$ cat config.mk
export PLATFORM = sky130hd
export DESIGN_NAME = memoria_arbitro
export DESIGN_NICKNAME = d
export VERILOG_FILES = /design/src/rtl/memoria_pkg.sv /design/src/rtl/rr_arbitro.sv /design/src/rtl/memoria_arbitro.sv
export SDC_FILE = /design/constraint.sdc
export NUM_CORES = 1
export LEC_CHECK = 0
export ABC_AREA = 0
export CAP_MARGIN = 20
export CORE_ASPECT_RATIO = 1.25
export CORE_MARGIN = 2
export CORE_UTILIZATION = 33
export CTS_CLUSTER_DIAMETER = 120
export DETAILED_ROUTE_END_ITERATION = 8
export PLACE_DENSITY = 0.9
export SETUP_SLACK_MARGIN = 0.4
export SLEW_MARGIN = 30
export SYNTH_ARGS = -nofsm -noshare
export SYNTH_HDL_FRONTEND = slang
export SYNTH_HIERARCHICAL = 1
export SYNTH_SLANG_ARGS = --single-unit
$ cat constraint.sdc
create_clock -name clk -period 2.7 [get_ports clk]
set_input_delay 0.405 -clock clk [delete_from_list [all_inputs] [get_ports clk]]
set_output_delay 0.405 -clock clk [all_outputs]
set_load 0.05 [all_outputs]
$ cat src/rtl/memoria_pkg.sv
// rtl/memoria_pkg.sv - shared types and constants for the memoria write arbiter
// Contents: estado_t (NORMAL, VACIADO), default DEPTH/DATA_W, nivel_ancho() width helper.
package memoria_pkg;

    typedef enum logic {
        NORMAL  = 1'b0,
        VACIADO = 1'b1
    } estado_t;

    localparam int DEPTH_DEF  = 16;
    localparam int DATA_W_DEF = 16;

    // Width able to hold 0..depth inclusive.
    function automatic int nivel_ancho(input int depth);
        return $clog2(depth + 1);
    endfunction

endpackage

$ cat src/rtl/rr_arbitro.sv
// rtl/rr_arbitro.sv - combinational round-robin grant with registered pointer
// Ports: clk, rst (async, active-high); elegible[NUM_REQ] candidate vector;
//        avanzar moves the pointer past the current winner;
//        valido = some candidate exists; indice = winner index.
module rr_arbitro
#(
    parameter int  NUM_REQ = 4,
    localparam int PW      = (NUM_REQ > 1) ? $clog2(NUM_REQ) : 1
) (
    input  logic               clk,
    input  logic               rst,
    input  logic [NUM_REQ-1:0] elegible,
    input  logic               avanzar,
    output logic               valido,
    output logic [PW-1:0]      indice
);

    logic [PW-1:0] puntero;

    // Scan from the farthest offset back to the pointer so the candidate
    // closest to the pointer is the last one assigned and therefore wins.
    always_comb begin
        int idx;
        idx    = 0;
        valido = 1'b0;
        indice = '0;
        for (int off = NUM_REQ - 1; off >= 0; off--) begin
            idx = (int'(puntero) + off) % NUM_REQ;
            if (elegible[PW'(idx)]) begin
                valido = 1'b1;
                indice = PW'(idx);
            end
        end
    end

    always_ff @(posedge clk or posedge rst) begin
        if (rst) begin
            puntero <= '0;
        end else if (avanzar) begin
            puntero <= (int'(indice) == NUM_REQ - 1) ? '0 : indice + 1'b1;
        end
    end

endmodule

$ cat src/rtl/memoria_arbitro.sv
// rtl/memoria_arbitro.sv - round-robin write arbiter and read sequencer for memoria
// Ports: req/dato_req/ack producer side; rd_req/dato_valido/dato_leido consumer side;
//        vaciar flush pulse; nivel occupancy; fifo_* drive/observe memoria;
//        error sticky misuse flag. Optional macro MEMORIA_ARB_CNT_EN adds
//        cnt_escrituras and cnt_bloqueos.
module memoria_arbitro
    import memoria_pkg::*;
#(
    parameter int NUM_REQ = 4,
    parameter int DATA_W  = DATA_W_DEF,
    parameter int DEPTH   = DEPTH_DEF
) (
    input  logic                          clk,
    input  logic                          rst,
    input  logic [NUM_REQ-1:0]            req,
    input  logic [NUM_REQ*DATA_W-1:0]     dato_req,
    output logic [NUM_REQ-1:0]            ack,
    input  logic                          rd_req,
    output logic                          dato_valido,
    output logic [DATA_W-1:0]             dato_leido,
    input  logic                          vaciar,
    output logic [nivel_ancho(DEPTH)-1:0] nivel,
    output logic                          fifo_wr_en,
    output logic                          fifo_rd_en,
    output logic [DATA_W-1:0]             fifo_dato_in,
    input  logic [DATA_W-1:0]             fifo_dato_out,
    input  logic                          fifo_full,
    input  logic                          fifo_empty,
    output logic                          error
`ifdef MEMORIA_ARB_CNT_EN
    ,
    output logic [15:0]                   cnt_escrituras,
    output logic [15:0]                   cnt_bloqueos
`endif
);

    localparam int              NW    = nivel_ancho(DEPTH);
    localparam int              PW    = (NUM_REQ > 1) ? $clog2(NUM_REQ) : 1;
    localparam logic [NW-1:0]   LLENO = NW'(DEPTH);

    estado_t       estado;
    logic          lectura_normal;
    logic          modo_vaciado;
    logic          hay_elegible;
    logic          concede;
    logic          lee;
    logic [PW-1:0] ganador;

    // The vaciar cycle already behaves as a flush so no word slips in or
    // gets marked valid on the edge that starts the drain.
    assign modo_vaciado = (estado == VACIADO) || vaciar;
    // nivel counts words at issue time, so it already includes every write in flight.
    assign concede      = hay_elegible && !modo_vaciado && (nivel < LLENO);
    assign lee          = (nivel != '0) && (modo_vaciado || rd_req);
    assign dato_leido   = fifo_dato_out;

    rr_arbitro #(.NUM_REQ(NUM_REQ)) u_rr (
        .clk      (clk),
        .rst      (rst),
        .elegible (req & ~ack),
        .avanzar  (concede),
        .valido   (hay_elegible),
        .indice   (ganador)
    );

    always_ff @(posedge clk or posedge rst) begin
        if (rst) begin
            estado         <= NORMAL;
            ack            <= '0;
            fifo_wr_en     <= 1'b0;
            fifo_dato_in   <= '0;
            fifo_rd_en     <= 1'b0;
            lectura_normal <= 1'b0;
            dato_valido    <= 1'b0;
            nivel          <= '0;
            error          <= 1'b0;
        end else begin
            ack        <= '0;
            fifo_wr_en <= concede;
            if (concede) begin
                ack[ganador] <= 1'b1;
                fifo_dato_in <= dato_req[int'(ganador)*DATA_W +: DATA_W];
            end

            // Flush reads never produce dato_valido.
            fifo_rd_en     <= lee;
            lectura_normal <= lee && !modo_vaciado;
            dato_valido    <= lectura_normal;

            case ({concede, lee})
                2'b10:   nivel <= nivel + 1'b1;
                2'b01:   nivel <= nivel - 1'b1;
                default: nivel <= nivel;
            endcase

            error <= error | (fifo_wr_en & fifo_full) | (fifo_rd_en & fifo_empty);

            case (estado)
                NORMAL:  if (vaciar) estado <= VACIADO;
                VACIADO: if ((nivel == '0) && !fifo_rd_en) estado <= NORMAL;
            endcase
        end
    end

`ifdef MEMORIA_ARB_CNT_EN
    logic bloqueo;
    assign bloqueo = hay_elegible && !modo_vaciado && (nivel >= LLENO);

    always_ff @(posedge clk or posedge rst) begin
        if (rst) begin
            cnt_escrituras <= '0;
            cnt_bloqueos   <= '0;
        end else begin
            if (concede && (cnt_escrituras != 16'hFFFF)) cnt_escrituras <= cnt_escrituras + 16'd1;
            if (bloqueo && (cnt_bloqueos != 16'hFFFF))   cnt_bloqueos   <= cnt_bloqueos + 16'd1;
        end
    end
`else
`endif

endmodule

# == Word level (Yosys, flattened, before mapping) ==
# Index checks and enable logic that the tools add are counted.
# op_classes
addsub,6
n_lt_le_gt_ge,7
n_eq_ne,3
shift,1
mux,28
bitwise,7
n_reduce_logical,13
# op_table
op,n
$shiftx 64x7->16,1
$lt 2x4->1 const B,4
$mux 1,15
$mux 2,5
$pmux 5 s2,1
$bmux 1 s2,4
$logic_and 1x1->1,6
$add 5x1->5 const B,1
$logic_not 5->1,1
$lt 5x5->1 const B,1
$reduce_bool 5->1,1
$sub 5x1->5 const B,1
$add 2x1->2 const B,2
$add 2x2->2 const B,2
$and 4x4->4,1
$eq 2x1->1 const B,2
$mux 4,1
$not 4->4,1
$lt 2x3->1 const B,1
$and 1x1->1,2
$demux 1 s2,1
$eq 2x2->1 const B,1
$ge 2x1->1 const B,1
$logic_not 1->1,2
5 further kinds,7
# word_totals
reg_bits,33
inputBits,90
out_inout_bits,45
elab_cells,75

# == Depth between registers and ports, before layout ==
# logic_depth
depth_word,14
mapped_depth,12
ltp_nobuf,11

# == Hierarchy ==
# Netlist, hierarchy kept.
# by_module_without_submodules
module,n_inst,cells_each,area_each_um2,seq_area_each_um2
memoria_arbitro,1,133,1884.3,775.7
rr_arbitro,1,23,168.9,50.0

# == Least setup slack after synthesis ==
# No wires, ideal clock.
# synth_timing
path_type,register -> register
from,register nivel[1]
to,register nivel[4]
setup_ns,0.145
arrival_ns,2.740
required_ns,2.555
slack_ns,-0.184
stages_incl_launch_ff,13
path_buffers,2
period_less_slack_ns,2.884
cell_sequence,dfrtp_1 > buf_2 > or4_1 > nor2_2 > nor2_1 > ha_1 > clkbuf_1 > xor2_1 > ha_1 > o211a_1 > o21bai_1 > a21oi_1 > xor2_1
# synth_between
elab_chain_len,4
word_cells_on_any_way,10
classes_between,2 x add/sub; 1 x order compare; 2 x eq/ne; 1 x mux; 4 x reduce/logical
# synth_rtl
item,line_no,text
from (decl),memoria_arbitro.sv:22,"output logic [nivel_ancho(DEPTH)-1:0] nivel,"
from (signal assigned),memoria_arbitro.sv:91,2'b10: nivel <= nivel + 1'b1;
from (signal assigned),memoria_arbitro.sv:92,2'b01: nivel <= nivel - 1'b1;
from (signal assigned),memoria_arbitro.sv:93,default: nivel <= nivel;
$reduce_bool 5->1 (*),memoria_arbitro.sv:54,assign lee = (nivel != '0) && (modo_vaciado || rd_req);
$logic_and 1x1->1 (*),memoria_arbitro.sv:54,
via lee,memoria_arbitro.sv:46,logic lee;
$eq 2x1->1 / $eq 2x2->1 (equally long branches),memoria_arbitro.sv:90,"case ({concede, lee})"
$pmux 5 s2 / $reduce_bool 2->1 (equally long branches),--,
# Mark *: on every way through the listed nets, which the timed path passes. The rest lies on a longest branch.
# A chain may end at the register's enable or synchronous reset.

# == Worst setup path in the final report ==
# layout_timing
from,register ack[1]
to,register fifo_dato_in[4]
# layout_between
word_cells_on_any_way,25
classes_between,1 x shift; 20 x mux; 2 x bitwise; 2 x reduce/logical
# layout_lines
item,line_no,text
from (decl),memoria_arbitro.sv:17,"output logic [NUM_REQ-1:0] ack,"
from (signal assigned),memoria_arbitro.sv:69,ack <= '0;
from (signal assigned),memoria_arbitro.sv:78,ack <= '0;
"from (signal, indexed assignment)",memoria_arbitro.sv:81,ack[ganador] <= 1'b1;
$not 4->4 (*),memoria_arbitro.sv:60,".elegible (req & ~ack),"
$and 4x4->4 (*),memoria_arbitro.sv:60,
$bmux 1 s2,rr_arbitro.sv:29,if (elegible[PW'(idx)]) begin
$mux 1 (implied by the code) (2 in a row),rr_arbitro.sv:29,
$mux 2 (3 in a row),rr_arbitro.sv:29,
$mux 2 (*),rr_arbitro.sv:29,
via ganador[0],memoria_arbitro.sv:47,logic [PW-1:0] ganador;
$shiftx 64x7->16 (*),memoria_arbitro.sv:82,fifo_dato_in <= dato_req[int'(ganador)*DATA_W +: DATA_W];
to (signal assigned),memoria_arbitro.sv:82,
to (decl),memoria_arbitro.sv:25,"output logic [DATA_W-1:0] fifo_dato_in,"
# Mark *: on every way through the listed nets, which the timed path passes. The rest lies on a longest branch. The select of a mux whose other input is x is not followed.

==> results by group <==
Synthesis
  • Synth area leaders: dfrtp_1 (40%), mux4_2 (18%), mux2_4 (7.3%)
  • Post-synth EDFFs: 0
  • Cells after synthesis: 156
  • Seq/Total Area, Yosys: 0.402
  • Dominant cell by count in the synthesized netlist: dfrtp_1
  • Predominant post-synthesis flop cell: dfrtp_1
  • Synth area leader: dfrtp_1
  • Netlist cell types: 41
  • Synth top cells by count: dfrtp_1 (33), buf_4 (16), mux4_2 (16)
  • Asr flop ratio synth: 1.00
  • Area of the mapped netlist: 2050 µm²
  • Syn avg cell area: 13.2 µm²
  • Warnings, synthesis: 6
  • Synth Register Bits: 33
  • Mapped Nets: 250
  • Top cell type's share of synthesized area: 0.402

Floorplan
  • Cell row count: 32
  • Die area: 6870 µm²
  • I/O pins: 135
  • Core box area: 6090 µm²
  • Initial Utilization: 0.337
  • Die Height: 92.2 µm
  • Die X: 74.6 µm

Worst setup path
  • Buf/Inv on CP: 4
  • CP startpoint kind: flop
  • Critical path depth: 9
  • CP arrival: 2.57 ns
  • CP Cell Sequence: nor2b_4 -> inv_2 -> a221o_1 -> a21oi_4 -> buf_6 -> buf_12 -> buf_12 -> mux4_2 -> mux2_4
  • CP required: 2.88 ns
  • Critical Path Fanout Max: 5
  • Max incr delay on CP: 0.51 ns
  • CP Capture Type: flop
  • Critical Path Slowest Stage Cell: mux4_2
  • Reg2Reg Depth: 9
  • Critical path class: reg -> reg
  • Cell family with most CP delay: multiplexers
  • CP most frequent cell: buf_12

STA
  • Slew @ Worst Pin: 0.658 ns
  • Layout Skew: 0.00472 ns
  • Period minus WS final: 2.40 ns
  • Final setup vio count: 0
  • Slew HR: 0.557
  • Fmax: 418 MHz
  • Final hold violations: 0
  • RSZ-0062 raised after global routing: yes
  • Final hold slack: 0.318 ns
  • Fin crit share: 0.887
  • Final Max Slew Viols: 0

CTS
  • Clock Sinks: 33
  • Number of H-tree levels: 2
  • CTS tree: yes
  • Clk pin slew, worst setup/hold paths: 0.07 ns
  • Worst-Skew Late Latency: 0.29 ns
  • Inserted Clock Buffers: 5
  • Root buffer cell: clkbuf_8
  • Hold_buf cts: 0
  • Deepest clock path buffer count: 2

Place
  • HPWL Detailed: 4310 µm
  • IO Port Bufs: 102
  • Dpl cell area: 3120 µm²
  • GP Congestion: 0.886

Finish
  • Post-route design area: 3430 µm²
  • ANT cells: 0
  • Fillers: 512
  • Proportion of layout cells with a drive suffix above 1: 0.327
  • Area grow syn2layout: 67.1%
  • Final net count: 356

Global routing
  • Pin count of the biggest net entering global routing: 24
  • Initial antenna violation count: 0
  • GRT Overall Usage: 0.174
  • GRT Residual Overflow: 0
  • Vias in the first global route: 1819
  • First-pass GRT wire length: 8870 µm

Run
  • Maxcap violations: 0

Detailed routing
  • DR vias: 1697
  • First DRT Iteration DRCs: 86
  • Post-route DRC violation count: 0
  • Routed WL per cell: 17.3 µm
  • Router iterations before antenna repair: 5
  • Vias per cell: 4.88
  • Remaining antenna violation count after routing: 0
  • Drt total wl: 6010 µm

Pwr
  • Total Power: 3.02 mW
  • P_leak: 1.42 nW
  • VDD IR max: 788 µV
  • Pwr Density: 882 nW/µm²

Outcome
  • Status: finished clean

Hold path
  • Worst Hold Class: in -> async
-- cells by family (layout without fill, tap and decap cells) --
kind of cell,count (synthesis),count (layout),synth area share
adder cells (fa/ha/maj),4,4,0.0244
buffers and inverters,32,138,0.102
AO/OA/AOI/OAI,19,20,0.0689
XOR/XNOR,7,7,0.0299
AND/OR/NAND/NOR,28,28,0.0859
multiplexers,33,33,0.287
flip-flops,33,33,0.402
-- layer usage --
metal	wire, µm	up-vias	share of wire	track usage
met5	0	-	0	0
met4	136	0	0.023	0.0685
met3	267	11	0.044	0.0385
met2	3500	59	0.58	0.328
met1	2110	856	0.35	0.177
li1	-	771	-	-
-- power breakdown --
| part | leakage [nW] | internal, mW | switching [mW] | total, mW |
|---|---|---|---|---|
| Sequential | 0.399 | 0.642 | 0.115 | 0.757 |
| Combinational | 0.972 | 0.946 | 0.959 | 1.91 |
| Clock | 0.0450 | 0.179 | 0.183 | 0.361 |
-- metrics by stage --
stage               TNS (ns)  worst slack, ns  instances   util
CTS                        0            0.359        346  0.558
detailed placement    -0.218          -0.0427        327  0.512
finish                     0            0.305        348  0.564
floorplan                  0           0.0597        156      -
global route               0            0.247        348  0.564
global placement       -3.05           -0.208        327  0.511
-- area by class of cell --
type | count | area (µm²) | share of cell area
clock buffer | 6 | 72.6 | 0.0212
inverter | 9 | 38.8 | 0.0113
multi-input combinational | 92 | 1130 | 0.328
timing repair buffer | 121 | 1240 | 0.363
clock inverter | 2 | 10.0 | 0.00292
tap | 85 | 106 | 0.0310
sequential | 33 | 833 | 0.243
-- repair_timing --
item | in CTS | in global routing
cloned | 2 | 1
endpoints found under the setup margin | 19 | 18
resized for setup | 15 | 5
pin swaps | 3 | 5
buffers inserted | 9 | 1
-- path summary, 6_finish.rpt --
path	start	to	slack (ns)
max in group asynchronous	rst	nivel[4]	1.74
setup reg to reg	ack[1]	fifo_dato_in[4]	0.30
setup / recovery	ack[1]	fifo_dato_in[4]	0.30
min in group clk	lectura_normal	dato_valido	0.34
hold reg to reg	lectura_normal	dato_valido	0.34
hold / removal	rst	u_rr/puntero[0]	0.32
-- registers in the layout, indices dropped and copies added, names as in the netlist --
| name | count |
|---|---|
| u_rr/puntero | 2 |
| ack | 4 |
| fifo_dato_in | 16 |
| error | 1 |
| fifo_rd_en | 1 |
| dato_valido | 1 |
| lectura_normal | 1 |
| estado | 1 |
| nivel | 5 |
| fifo_wr_en | 1 |
-- placed cells by master (no fill, tap or decap), drive strengths merged, types with 2 or more instances in the layout --
| cell | n |
|---|---|
| clkdlybuf4s50 | 98 |
| dfrtp | 33 |
| buf | 19 |
| mux2 | 17 |
| mux4 | 16 |
| a21oi | 9 |
| nor2 | 9 |
| inv | 8 |
| clkbuf | 6 |
| xor2 | 5 |
| nor2b | 4 |
| ha | 4 |
| nand2 | 3 |
| dlygate4sd2 | 3 |
| clkinv | 3 |
| xnor2 | 2 |
| nor3 | 2 |
| a221o | 2 |
| nand3b | 2 |
| o21ai | 2 |
No activity file was read; power rests on OpenSTA's default activity.
